[config.mk]
export PLATFORM = sky130hd
export DESIGN_NAME = serial_result_collector
export DESIGN_NICKNAME = d
export VERILOG_FILES = /design/src/rtl/serial_result_collector.sv
export SDC_FILE = /design/constraint.sdc
export NUM_CORES = 1
export LEC_CHECK = 0
export ABC_AREA = 1
export BUFFER_PORTS_ARGS = -buffer_cell sky130_fd_sc_hd__buf_2
export CAP_MARGIN = 20
export CORE_MARGIN = 2
export CORE_UTILIZATION = 45
export CTS_BUF_LIST = sky130_fd_sc_hd__clkbuf_8
export CTS_CLUSTER_DIAMETER = 150
export DETAILED_ROUTE_END_ITERATION = 8
export GPL_TIMING_DRIVEN = 0
export PLACE_DENSITY = 0.71
export SLEW_MARGIN = 0
export SYNTH_ARGS = -nofsm -noshare
export SYNTH_HDL_FRONTEND = slang
export SYNTH_SLANG_ARGS = --single-unit
[constraint.sdc]
create_clock -name clk -period 1.7 [get_ports clk]
set_input_delay 0 -clock clk [delete_from_list [all_inputs] [get_ports clk]]
set_output_delay 0 -clock clk [all_outputs]
set_load 0.01 [all_outputs]
[src/rtl/serial_result_collector.sv]
// serial_result_collector
//
// Collects the LSB-first output of an upstream bit-serial adder into a
// parallel result, derives carry-out, signed overflow and zero flags, and
// presents the result with a valid/ready handshake.
//
// Ports:
//   clk    in   rising-edge clock for all state
//   rst    in   asynchronous active-high reset
//   start  in   one-cycle pulse that begins a collection (honoured in IDLE,
//               or in HOLD on the same edge the result is accepted)
//   s_bit  in   serial sum bit, LSB first
//   c_bit  in   carry-out of the upstream full adder for the same bit
//   ready  in   downstream accepts the held result while valid is high
//   sum    out  WIDTH-bit registered result (last completed operation)
//   cout   out  carry-out of the MSB
//   ovf    out  signed overflow (carry into MSB xor carry out of MSB)
//   zero   out  collected sum is all zeros
//   valid  out  result is being presented (HOLD)
//   busy   out  bits are being collected (SHIFT)
//
// WIDTH must be at least 2 so that a distinct carry-into-MSB bit exists.

module serial_result_collector #(
  parameter int WIDTH = 8
) (
  input  logic             clk,
  input  logic             rst,
  input  logic             start,
  input  logic             s_bit,
  input  logic             c_bit,
  input  logic             ready,
  output logic [WIDTH-1:0] sum,
  output logic             cout,
  output logic             ovf,
  output logic             zero,
  output logic             valid,
  output logic             busy
);

  localparam int CW = (WIDTH > 1) ? $clog2(WIDTH) : 1;
  localparam logic [CW-1:0] LAST_BIT    = CW'(WIDTH - 1);
  localparam logic [CW-1:0] PRELAST_BIT = CW'(WIDTH - 2);

  typedef enum logic [1:0] {
    IDLE  = 2'd0,
    SHIFT = 2'd1,
    HOLD  = 2'd2
  } state_t;

  state_t           state;
  state_t           state_next;
  logic [CW-1:0]    bit_cnt;
  logic [WIDTH-1:0] shreg;
  logic [WIDTH-1:0] shifted;
  logic             msb_cin;
  logic             launch;

  // The incoming bit enters at the top and everything moves right, so after
  // WIDTH shifts the first (LSB) bit has arrived at position 0.
  assign shifted = {s_bit, shreg[WIDTH-1:1]};

  // A new collection is launched from IDLE on start, or straight out of HOLD
  // when the current result is accepted on the same edge start is seen.
  assign launch = start && ((state == IDLE) || ((state == HOLD) && ready));

  // State register.
  always_ff @(posedge clk or posedge rst) begin
    if (rst) begin
      state <= IDLE;
    end else begin
      state <= state_next;
    end
  end

  // Next-state decode. start is deliberately not looked at in SHIFT, and in
  // HOLD it only matters on the accepting edge.
  always_comb begin
    state_next = state;
    case (state)
      IDLE: begin
        if (start) begin
          state_next = SHIFT;
        end
      end
      SHIFT: begin
        if (bit_cnt == LAST_BIT) begin
          state_next = HOLD;
        end
      end
      HOLD: begin
        if (ready) begin
          state_next = start ? SHIFT : IDLE;
        end
      end
      default: begin
        state_next = IDLE;
      end
    endcase
  end

  // Collection datapath. The carry captured with bit WIDTH-2 is the carry
  // into the MSB; combined with the final carry it gives signed overflow.
  // The result registers only change on the final bit edge, so they hold the
  // last completed result through HOLD, IDLE and the next SHIFT.
  always_ff @(posedge clk or posedge rst) begin
    if (rst) begin
      bit_cnt <= '0;
      shreg   <= '0;
      msb_cin <= 1'b0;
      sum     <= '0;
      cout    <= 1'b0;
      ovf     <= 1'b0;
      zero    <= 1'b0;
    end else if (state == SHIFT) begin
      shreg <= shifted;
      if (bit_cnt == PRELAST_BIT) begin
        msb_cin <= c_bit;
      end
      if (bit_cnt == LAST_BIT) begin
        bit_cnt <= '0;
        sum     <= shifted;
        cout    <= c_bit;
        ovf     <= c_bit ^ msb_cin;
        zero    <= (shifted == '0);
      end else begin
        bit_cnt <= bit_cnt + CW'(1);
      end
    end else if (launch) begin
      bit_cnt <= '0;
    end
  end

  assign busy  = (state == SHIFT);
  assign valid = (state == HOLD);

endmodule

**After elaboration in Yosys (flattened, before gate mapping)**

Cells that the tools add are included.

- Add/sub/neg operators: 1
- Multiply operators: 0
- Divide/modulo/power cells: 0
- Order comparisons: 0
- Eq/ne operators: 7
- Shift operators: 0
- Muxes and demuxes: 8
- Bitwise logic cells: 1
- Reduce and logical (&&, ||, !) cells: 9

Operators with widths:

| operator | number |
|---|---|
| $mux W3 | 3 |
| $logic_not A8 Y1 | 1 |
| $eq A3 B3 Y1 const B | 2 |
| $mux W2 | 3 |
| $pmux W2 S3 | 1 |
| $ne A2 B2 Y1 const B | 2 |
| $reduce_and A2 Y1 | 2 |
| $add A3 B1 Y3 const B | 1 |
| $reduce_and A3 Y1 | 1 |
| $eq A2 B1 Y1 const B | 1 |
| $eq A2 B2 Y1 const B | 1 |
| $logic_and A1 B1 Y1 | 2 |
| $logic_not A2 Y1 | 1 |
| $ne A2 B1 Y1 const B | 1 |
| $reduce_bool A2 Y1 | 1 |
| $logic_or A1 B1 Y1 | 1 |
| $mux W1 | 1 |
| $xor A1 B1 Y1 | 1 |

- Register bits: 25
- Latch bits: 0
- Memory bits (writable): 0
- Memory bits (read-only): 0
- Output and inout bits: 13
- Memories kept: 0

**Logic depth before layout (Yosys ltp)**

Gate-level depths: netlist of run 1.

- Word-level depth: 6
- Depth in mapped cells: 6

**Worst setup path before layout of run 1**

OpenSTA, ideal clock, no wires.

- Path type: register to register
- Start point: reg bit_cnt[0]
- End point: reg sum[1]
- Library setup time: 117 ps
- Arrival time: 1,128 ps
- Required time: 1,583 ps
- Slack: 455 ps
- Stages on the path, launching flop included: 7
- Cell sequence: dfrtp_1 ha_1 ha_1 nand3_2 inv_1 nand2_1 nand2_1

- Word-level cells in the longest chain between the ends: 2

Ends and longest elaborated chain:

| item | RTL line | text |
|---|---|---|
| start: declaration | 53 | `logic [CW-1:0] bit_cnt;` |
| start signal: assignment | 127 | `bit_cnt <= bit_cnt + CW'(1);` |
| $eq A3 B3 Y1 | 120 | `if (bit_cnt == LAST_BIT) begin` |
| $reduce_and A2 Y1 (no source line) | - |  |
| end signal: assignment | 122 | `sum <= shifted;` |
| end: declaration | 33 | `output logic [WIDTH-1:0] sum,` |

No other way between the ends.
A chain may end at the register's enable or synchronous reset.

**Worst setup path in the final report of run 1**

- Start point: reg bit_cnt[0]
- End point: reg sum[7]

The elaborated chain is that of the path after synthesis.

==> out/results.env, run 1 <==
WORSTSETUPPATHTYPE='register to register'
GLOBAL_ROUTE.USAGE.TOTAL_PCT=16.7
TIMING.CLOCK.SKEW_PS=1.14
SLOWEST_STAGE='dfrtp_1'
SETUP_TNS_PS=0
NETSWITCHINGPOWER_mW=0.855
WORST-ENDPOINT-REQUIRED_PS=1860
SLOWEST_DELAY_PS=420
SYNTHDISTINCTLIBCELLS=15
CTS_TREE='built'
WORST_R2R_PATH_DEPTH=6
MIN-DELAY-PATH-CLASS='primary input to register'
CRIT_CHAIN='ha_1 -> ha_1 -> nand3_2 -> inv_1 -> nand2_1 -> nand2_1'
INITIAL_UTILIZATION_PCT=47.3
FINALHOLDVIOLATIONS=0
FP.DIEW_UM=52.0
ANTENNA_VIOLATIONS_BEFORE_REPAIR=0
CLOCK_LATENCY_PS=260
SYN_TO_LAYOUT_AREA_DELTA_PCT=21.3
WORST_PIN_SLEW_PS=876
ROUTE.ANTENNA.REMAINING_NETS=0
FIRST_GLOBAL_VIAS=767
POST_SYNTHESIS_CELL_AREA_UM2=1040
CORE.ROWCOUNT=17
WORST_SETUP_HOLD_PATH_CLK_SLEW_PS=80
SYNTH.AVG_CELL_AREA_UM2=8.78
WHS_ENDPOINT='state[0]'
DIE_AREA_UM2=2700
P_COMB_SHARE_PCT=38.6
GRT_OVERFLOW=0
DETAIL_ROUTE.FIRST_PASS.ITERATIONS=4
VIAS=804
MAX_IR_DROP_VDD_mV=0.841
GRT_START_MAX_NET_PINS=25
LEAKAGE_nW=0.712
INSERTEDDIODECOUNT=0
R2R_SETUP_SLACK_PS=290
PORT-BUFFER-COUNT=18
SYNTHESIS_WARNING_TOTAL=0
TIMING.FMAX_GHz=0.710
TIMING.HOLD.WORST_PATH_DEPTH=3
CRITICAL_PATH_PEAK_FANOUT=7
GRT_SETUP_UNREPAIRED='false'
CP.ARRIVAL_PS=1570
FINALCRITPERIODSHARE_PCT=82.9
DP_HPWL_UM=1360
POWER.SHARE.SEQUENTIAL_PCT=44.8
SLEW_HEADROOM_PCT=41.5
STATUS='finished, final reports clean'
CTS_NUM_SINKS=24
HOLDCRITSTARTPOINT='start'
FIN_CRIT_PS=1410
ROUTED_WL_UM=1880
TIMING.FINAL.SETUP_VIOLATIONS=0
CTS.HOLD.BUFFERS_ADDED=4
SYNTH.NET_COUNT=127
REGTOREGSTARTPOINT='bit_cnt[0]'
VIASPERCELL=4.67
FINALMAXSLEWVIOLATIONS=0
CTS.ROOT.BUFFER_CELL='clkbuf_8'
CTS_REPAIR_RESIZE_COUNT=0
POWER.SHARE.SWITCHING_PCT=37.6
WL_PER_CELL_UM=10.9
SYNTH-SEQ-CELLS=24
WORST_SETUP_PATH_START_KIND='register'
MOST_COMMON_CELL_AFTER_LAYOUT_FILL_AND_TAPS_ASIDE='nand2_1'
MAXCAPVIOLCOUNT=0
LAYOUT_CELLS_SIZED_ABOVE_1_PCT=20.1
HTREE_NUM_LEVELS=1
ROUTE.DETAILED.DRC=0
FINAL_CORE_UTILIZATION_PCT=57.3
R2R_END='sum[7]'
NUMCTSBUFFERS=3
GRT_FIRST_PASS_WIRELENGTH_UM=3370
SYNTH_SEQ_AREA_SHARE_PCT=58.0
IO_PINS=19
CTS_BUFFER_DEPTH=2
POWER.INTERNAL_mW=1.42
POST_CTS.REPAIR.SETUP_BUFFERS=0
CORE-AREA_UM2=2190
ROUTABILITYCONGESTION=0.759
WORST_SETUP_PATH_END_KIND='register'
SHARE_CLK_OF_TOTAL_POWER_PCT=16.6
LAYOUT_COMMON_CELLS='nand2_1, dfrtp_1, buf_2'
FINAL_NETS=154
DIEHEIGHT_UM=52.0
POWER.DENSITY_nW_PER_UM2=1810
SYNTHESIS.INSTANCES=118
DETAILEDROUTE.FIRSTITERATIONVIOLATIONS=22
-- power groups by stage --
stage	registers, mW	clock network (mW)	logic [mW]
3_3_place_gp	1.01	0	0.847
6_report	1.02	0.378	0.876
2_1_floorplan	1.06	0	0.561
5_1_grt	1.05	0.411	1.01
3_5_place_dp	1.03	0	0.881
4_1_cts	1.02	0.388	0.896
-- worst max-delay path: cells and delay by family (launching register included) --
family | cells | cell delay, ps
DFF | 1 | 420
and+or+nand+nor | 3 | 290
adders and majority gates | 2 | 460
buffers and inverters | 1 | 140
-- final cells by class --
class	instances	area [µm²]
Multi-Input combinational cell	82	368
Tap cell	28	35.0
Sequential cell	24	601
Timing Repair Buffer	22	130
Fill cell	204	935
Buffer	3	33.8
Clock buffer	4	55.1
Inverter	9	33.8
-- through the flow --
step | instances | total power [mW] | hold WS (ps) | area (µm²) | setup slack [ps]
6_report | 172 | 2.27 | 103 | 1260 | 291
5_1_grt | 172 | 2.48 | 135 | 1260 | 121
4_1_cts | 172 | 2.30 | 97.9 | 1260 | 291
3_5_place_dp | 164 | 1.91 | 229 | 1160 | 309
3_3_place_gp | 164 | 1.86 | 220 | 1160 | 319
2_1_floorplan | 118 | 1.62 | 14.6 | 1040 | 455
-- state kept, by name, summed over array words and instances (netlist names) --
register	flops
bit_cnt	3
cout	1
msb_cin	1
ovf	1
shreg	7
state	2
sum	8
zero	1
-- cell usage after synthesis --
cell	instances	area share (%)
a21oi_2	1	0.85
buf_6	3	3.3
dfrtp_1	24	58
ha_1	3	3.6
inv_1	8	2.9
inv_2	1	0.36
nand2_1	56	20
nand2_2	1	0.60
nand3_1	4	1.9
nand3_2	1	0.97
nand4_1	1	0.60
nor2_1	8	2.9
o21ai_0	5	2.4
o21ai_1	1	0.48
xnor2_1	1	0.85
-- logic make-up after synthesis --
group	count (synthesis)	share of synthesized area, %
compound gates	7	3.74
fa+ha+maj	3	3.62
flops	24	58.0
xor+xnor	1	0.846
simple gates	71	27.3
buf+inv	12	6.52
-- routing by layer --
layer	GRT usage, %	part of all wire [%]	vias to the layer above
met5	0	0	-
met4	5.26	0.43	0
met3	3.45	3.7	2
met2	28.5	47	15
met1	21.0	49	372
li1	-	-	415
-- worst max path at each step --
stage | from | endpoint | slack [ps] | cells after the start
floorplan | bit_cnt[0] | sum[1] | 460 | 6
global placement | bit_cnt[0] | sum[3] | 320 | 6
detailed placement | bit_cnt[0] | sum[0] | 310 | 6
CTS | bit_cnt[0] | cout | 290 | 6
global route | bit_cnt[0] | sum[0] | 120 | 6
finish | bit_cnt[0] | sum[7] | 290 | 6
(Power assumes the default switching activity.)
==> run 2, diff against run 1 <==
--- a/config.mk
+++ b/config.mk
@@ -14,7 +14,7 @@
 export CTS_CLUSTER_DIAMETER = 150
 export DETAILED_ROUTE_END_ITERATION = 8
 export GPL_TIMING_DRIVEN = 0
-export PLACE_DENSITY = 0.71
+export PLACE_DENSITY = 0.73
 export SLEW_MARGIN = 0
 export SYNTH_ARGS = -nofsm -noshare
 export SYNTH_HDL_FRONTEND = slang
==> constraint.sdc (replaced) <==
create_clock -name clk -period 1.25 [get_ports clk]
set_input_delay 0 -clock clk [delete_from_list [all_inputs] [get_ports clk]]
set_output_delay 0 -clock clk [all_outputs]
set_load 0.01 [all_outputs]
==> out/results.env, run 2 (synthesis gave the netlist of run 1 again) <==
TOTAL_POWER_DRAW_mW=3.58
CLOCK_LATENCY_PS=270
WORSTSETUPPATHTYPE='register to register'
CORE.ROWCOUNT=17
CTS_TREE='built'
DIE_AREA_UM2=2700
FIRST_GLOBAL_VIAS=859
LAYOUT_COMMON_CELLS='nand2_1, dfrtp_1, buf_2'
MOST_COMMON_CELL_AFTER_LAYOUT_FILL_AND_TAPS_ASIDE='nand2_1'
LARGESTREGISTERS='sum: 8 flops, shreg: 7 flops, bit_cnt: 3 flops'
POWER.DENSITY_nW_PER_UM2=2580
PORT-BUFFER-COUNT=18
CTS_NUM_SINKS=24
WORST_SETUP_PATH_START_KIND='register'
WORST_PIN_SLEW_PS=890
VIAS=868
MAX_IR_DROP_VDD_mV=1.35
SETUP_TNS_PS=0
ROUTE.DETAILED.DRC=0
CRIT_PATH_START='bit_cnt[1]'
P_COMB_SHARE_PCT=41.8
VIASPERCELL=4.85
FP.DIEW_UM=52.0
FILLERS=180
LARGEST_REGISTER_FF_COUNT=8
FINALCRITPERIODSHARE_PCT=98.3
DPL.CELL_COUNT=164
TIMING.FINAL.SETUP_VIOLATIONS=0
HTREE_NUM_LEVELS=1
REGTOREGSTARTPOINT='bit_cnt[1]'
FINALMAXSLEWVIOLATIONS=0
CRITICAL_PATH_PEAK_FANOUT=8
DIEHEIGHT_UM=52.0
INSTANCES_NO_FILL=179
GRT_OVERFLOW=0
IO_PINS=19
CP.ARRIVAL_PS=1390
CORE-AREA_UM2=2190
HOLDCRITSTARTPOINT='start'
WORST_SETUP_PATH_END_KIND='register'
ROUTE.ANTENNA.REMAINING_NETS=0
STATUS='finished, final reports clean'
FIN_CRIT_PS=1230
LARGEST_REGISTER='sum'
POWER.SHARE.SEQUENTIAL_PCT=39.2
DETAILEDROUTE.FIRSTITERATIONVIOLATIONS=16
MIN-DELAY-PATH-CLASS='primary input to register'
GRT_START_MAX_NET_PINS=25
FINAL_CORE_UTILIZATION_PCT=63.2
FINALHOLDVIOLATIONS=0
LAYOUT_CELLS_SIZED_ABOVE_1_PCT=33.1
ANTENNA_VIOLATIONS_BEFORE_REPAIR=0
ROUTABILITYCONGESTION=0.797
PLACED_CELL_AREA_UM2=1160
ROUTED_WL_UM=2280
TIMING.FMAX_GHz=0.814
GLOBAL_ROUTE.USAGE.TOTAL_PCT=19.1
TIMING.CLOCK.SKEW_PS=2.42
POWER.INTERNAL_mW=2.25
GRT_SETUP_UNREPAIRED='true'
DETAIL_ROUTE.FIRST_PASS.ITERATIONS=4
LEAKAGE_nW=0.749
INITIAL_UTILIZATION_PCT=47.3
NETSWITCHINGPOWER_mW=1.32
WL_PER_CELL_UM=12.8
NUMCTSBUFFERS=3
MAXCAPVIOLCOUNT=0
WORST-ENDPOINT-REQUIRED_PS=1410
POWER.SHARE.SWITCHING_PCT=37.0
CTS_BUFFER_DEPTH=2
POST_ROUTE_DESIGN_AREA_UM2=1380
SHARE_CLK_OF_TOTAL_POWER_PCT=19.0
FINAL_NETS=161
SYN_TO_LAYOUT_AREA_DELTA_PCT=33.6
SLEW_HEADROOM_PCT=40.6
INSERTEDDIODECOUNT=0
GRT_FIRST_PASS_WIRELENGTH_UM=3700
WORST_SETUP_HOLD_PATH_CLK_SLEW_PS=90
CTS.ROOT.BUFFER_CELL='clkbuf_8'
DP_HPWL_UM=1310
-- run 2: cell types whose count changed in the layout (fill, tap and decap cells not counted), moves of 2 or more --
cell	change
nand2_1	-10
nand2_2	+9
buf_4	+6
ha_1	-2
inv_1	-2
-- run 2: repair_timing --
| item | 4_1_cts | 5_1_grt |
|---|---|---|
| hold buffers | 4 | 0 |
| gates cloned | 1 | 0 |
| pin swaps | 1 | 8 |
| setup endpoints to repair | 12 | 9 |
| endpoints found under the hold margin | 28 | 0 |
| buffers inserted | 2 | 4 |
| resized for setup | 7 | 13 |
-- run 2: area by class of cell --
class | instances | area (µm²) | area share, %
sequential | 24 | 601 | 43.4
inverter | 9 | 36.3 | 2.62
timing repair buffer | 29 | 186 | 13.5
multi-input combinational | 82 | 420 | 30.4
buffer | 3 | 33.8 | 2.44
clock inverter | 1 | 30.0 | 2.17
clock buffer | 3 | 41.3 | 2.98
tap | 28 | 35.0 | 2.53
-- run 2: stage by stage --
| stage | hold slack, ps | worst slack [ps] |
|---|---|---|
| 2_1_floorplan | 14.6 | 5.43 |
| 3_3_place_gp | 221 | -134 |
| 3_5_place_dp | 234 | -159 |
| 4_1_cts | 91.1 | 22.0 |
| 5_1_grt | 135 | -32.0 |
| 6_report | 108 | 21.2 |
-- run 2: metal layers --
| metal | up-vias | routed length (µm) | track usage (%) |
|---|---|---|---|
| met5 | - | 0 | 0 |
| met4 | 0 | 36 | 7.46 |
| met3 | 4 | 46 | 3.45 |
| met2 | 14 | 1250 | 34.8 |
| met1 | 418 | 951 | 21.9 |
| li1 | 432 | - | - |
-- run 2: worst max-delay path, stage by stage (launching register included) --
cell	delay, ps
dfrtp_1	360
ha_2	190
ha_4	160
nand3_4	120
buf_6	180
nand2_4	60
nand2_2	50
-- run 2: power groups by stage --
stage | registers, mW | logic (mW) | clock network [mW]
after global routing | 1.45 | 1.68 | 0.723
final | 1.40 | 1.49 | 0.680
after global placement | 1.37 | 1.16 | 0
after floorplan | 1.44 | 0.763 | 0
after detailed placement | 1.38 | 1.20 | 0
after CTS | 1.37 | 1.33 | 0.694
-- run 2: worst paths after layout --
path,end,slack [ps],cells after the start
worst min register to register,cout,480,2
worst max register to register,sum[1],20,6
max in group asynchronous,shreg[2],250,3
worst min-delay path,state[0],110,3
worst max-delay path,sum[1],20,6
min in group asynchronous,ovf,460,3
==> run 3, diff against run 2 <==
--- a/config.mk
+++ b/config.mk
@@ -10,7 +10,7 @@
 export CAP_MARGIN = 20
 export CORE_MARGIN = 2
 export CORE_UTILIZATION = 45
-export CTS_BUF_LIST = sky130_fd_sc_hd__clkbuf_8
+export CTS_BUF_LIST = sky130_fd_sc_hd__clkbuf_4
 export CTS_CLUSTER_DIAMETER = 150
 export DETAILED_ROUTE_END_ITERATION = 8
 export GPL_TIMING_DRIVEN = 0
==> out/results.env, run 3 (synthesis gave the netlist of run 1 again) <==
STATUS='finished, final reports clean'
SHARE_CLK_OF_TOTAL_POWER_PCT=16.2
FINALCRITPERIODSHARE_PCT=98.4
POWER.SHARE.SEQUENTIAL_PCT=40.4
INITIAL_UTILIZATION_PCT=47.3
FINAL_NETS=161
FIN_CRIT_PS=1230
WL_PER_CELL_UM=12.7
FP.DIEW_UM=52.0
DETAILEDROUTE.FIRSTITERATIONVIOLATIONS=10
DIEHEIGHT_UM=52.0
LEAKAGE_nW=0.743
GRT_OVERFLOW=0
LARGEST_REGISTER_FF_COUNT=8
SYN_TO_LAYOUT_AREA_DELTA_PCT=32.5
ROUTE.ANTENNA.REMAINING_NETS=0
MOST_COMMON_CELL_AFTER_LAYOUT_FILL_AND_TAPS_ASIDE='nand2_1'
DP_HPWL_UM=1310
WORSTSETUPPATHTYPE='register to register'
GRT_START_MAX_NET_PINS=25
MIN-DELAY-PATH-CLASS='primary input to register'
WORST_PATH_DOMINANT_CELL_FAMILY='flip-flops'
SLOWEST_STAGE='dfrtp_1'
POWER.INTERNAL_mW=2.16
ROUTED_WL_UM=2270
WORST_PIN_SLEW_PS=892
FIRST_GLOBAL_VIAS=883
INSTANCES_NO_FILL=179
LARGEST_REGISTER='sum'
CP_NUM_BUF_INV=1
FINALMAXSLEWVIOLATIONS=0
CTS_BUFFER_DEPTH=2
DETAIL_ROUTE.FIRST_PASS.ITERATIONS=4
PLACED_CELL_AREA_UM2=1160
WORST-ENDPOINT-REQUIRED_PS=1470
SLOWEST_DELAY_PS=380
WORST_SETUP_HOLD_PATH_CLK_SLEW_PS=130
CTS_NUM_SINKS=24
MAXCAPVIOLCOUNT=0
PLACE_WS_PS=-159
ROUTABILITYCONGESTION=0.797
HTREE_NUM_LEVELS=1
ROUTE.DETAILED.DRC=0
NUMCTSBUFFERS=3
CLOCK_LATENCY_PS=310
POST_ROUTE_DESIGN_AREA_UM2=1370
IO_PINS=19
GRT_SETUP_UNREPAIRED='true'
CTS_TREE='built'
TIMING.CLOCK.SKEW_PS=1.42
ANTENNA_VIOLATIONS_BEFORE_REPAIR=0
GLOBAL_ROUTE.USAGE.TOTAL_PCT=19.1
WORST_SETUP_PATH_START_KIND='register'
TIMING.FMAX_GHz=0.813
VIAS=874
FINAL_CORE_UTILIZATION_PCT=62.6
FILLERS=181
P_COMB_SHARE_PCT=43.3
TIMING.FINAL.SETUP_VIOLATIONS=0
CRIT_CHAIN='ha_2 -> ha_4 -> nand3_4 -> buf_6 -> nand2_4 -> nand2_2'
POWER.DENSITY_nW_PER_UM2=2530
CP.ARRIVAL_PS=1450
WORST_SETUP_PATH_END_KIND='register'
DPL.CELL_COUNT=164
VIASPERCELL=4.88
CORE-AREA_UM2=2190
GRT_FIRST_PASS_WIRELENGTH_UM=3710
DIE_AREA_UM2=2700
MAX_IR_DROP_VDD_mV=1.23
POSTLAYOUTSETUPSLACKWORST_PS=20.2
FINALHOLDVIOLATIONS=0
PORT-BUFFER-COUNT=18
CORE.ROWCOUNT=17
LARGESTREGISTERS='sum: 8 flops, shreg: 7 flops, bit_cnt: 3 flops'
NETSWITCHINGPOWER_mW=1.31
LAYOUT_COMMON_CELLS='nand2_1, dfrtp_1, buf_2'
SETUP_TNS_PS=0
CTS.ROOT.BUFFER_CELL='clkbuf_4'
CRITICAL_PATH_PEAK_FANOUT=8
LAYOUT_CELLS_SIZED_ABOVE_1_PCT=33.8
SLEW_HEADROOM_PCT=40.5
POWER.SHARE.SWITCHING_PCT=37.7
INSERTEDDIODECOUNT=0
## run 3: layout make-up
cell class | instances | area, µm² | share of cell area (%)
Inverter | 9 | 36.3 | 2.64
Clock inverter | 1 | 30.0 | 2.19
Buffer | 3 | 33.8 | 2.46
Clock buffer | 3 | 22.5 | 1.64
Sequential cell | 24 | 602 | 43.8
Timing Repair Buffer | 29 | 193 | 14.0
Tap cell | 28 | 35.0 | 2.55
Multi-Input combinational cell | 82 | 420 | 30.6
## run 3: worst paths after layout
check | from | endpoint | slack [ps] | depth (start not counted)
worst max-delay path | bit_cnt[1] | sum[1] | 20 | 6
worst min-delay path | start | state[0] | 50 | 3
worst max register to register | bit_cnt[1] | sum[1] | 20 | 6
worst min register to register | cout | cout | 490 | 2
max in group asynchronous | rst | state[0] | 250 | 3
min in group asynchronous | rst | state[1] | 400 | 3
## run 3: power by group through the flow
stage / registers, mW / logic, mW / clock network, mW
6_report: 1.40 / 1.50 / 0.563
5_1_grt: 1.45 / 1.69 / 0.608
4_1_cts: 1.37 / 1.33 / 0.574
3_5_place_dp: 1.38 / 1.20 / 0
3_3_place_gp: 1.37 / 1.16 / 0
2_1_floorplan: 1.44 / 0.763 / 0
## run 3: what timing repair did
action | 4_1_cts | 5_1_grt
pin swaps | 1 | 9
hold buffers | 4 | 0
cloned | 1 | 0
hold endpoints to repair | 29 | 0
setup endpoints to repair | 13 | 10
buffers inserted | 3 | 3
gates resized for setup | 7 | 15
## run 3: per-stage QoR
stage | hold slack (ps) | power [mW]
after floorplan | 14.6 | 2.20
after global placement | 221 | 2.53
after detailed placement | 234 | 2.58
after CTS | 36.9 | 3.28
after global routing | 69.6 | 3.75
final | 54.4 | 3.47
## run 3: worst register-to-register path, delay by kind of cell (launching register included)
| kind | cells | cell delay [ps] |
|---|---|---|
| buffers and inverters | 1 | 170 |
| AND/OR/NAND/NOR | 3 | 230 |
| flip-flops | 1 | 380 |
| adder cells (fa/ha/maj) | 2 | 350 |
## run 3: per-layer routing
| metal | up-vias | global-route usage [%] | share of wire, % |
|---|---|---|---|
| li1 | 437 | - | - |
| met1 | 411 | 21.9 | 42 |
| met2 | 18 | 34.2 | 53 |
| met3 | 8 | 2.87 | 2.2 |
| met4 | 0 | 9.21 | 3.0 |
| met5 | - | 0 | 0 |
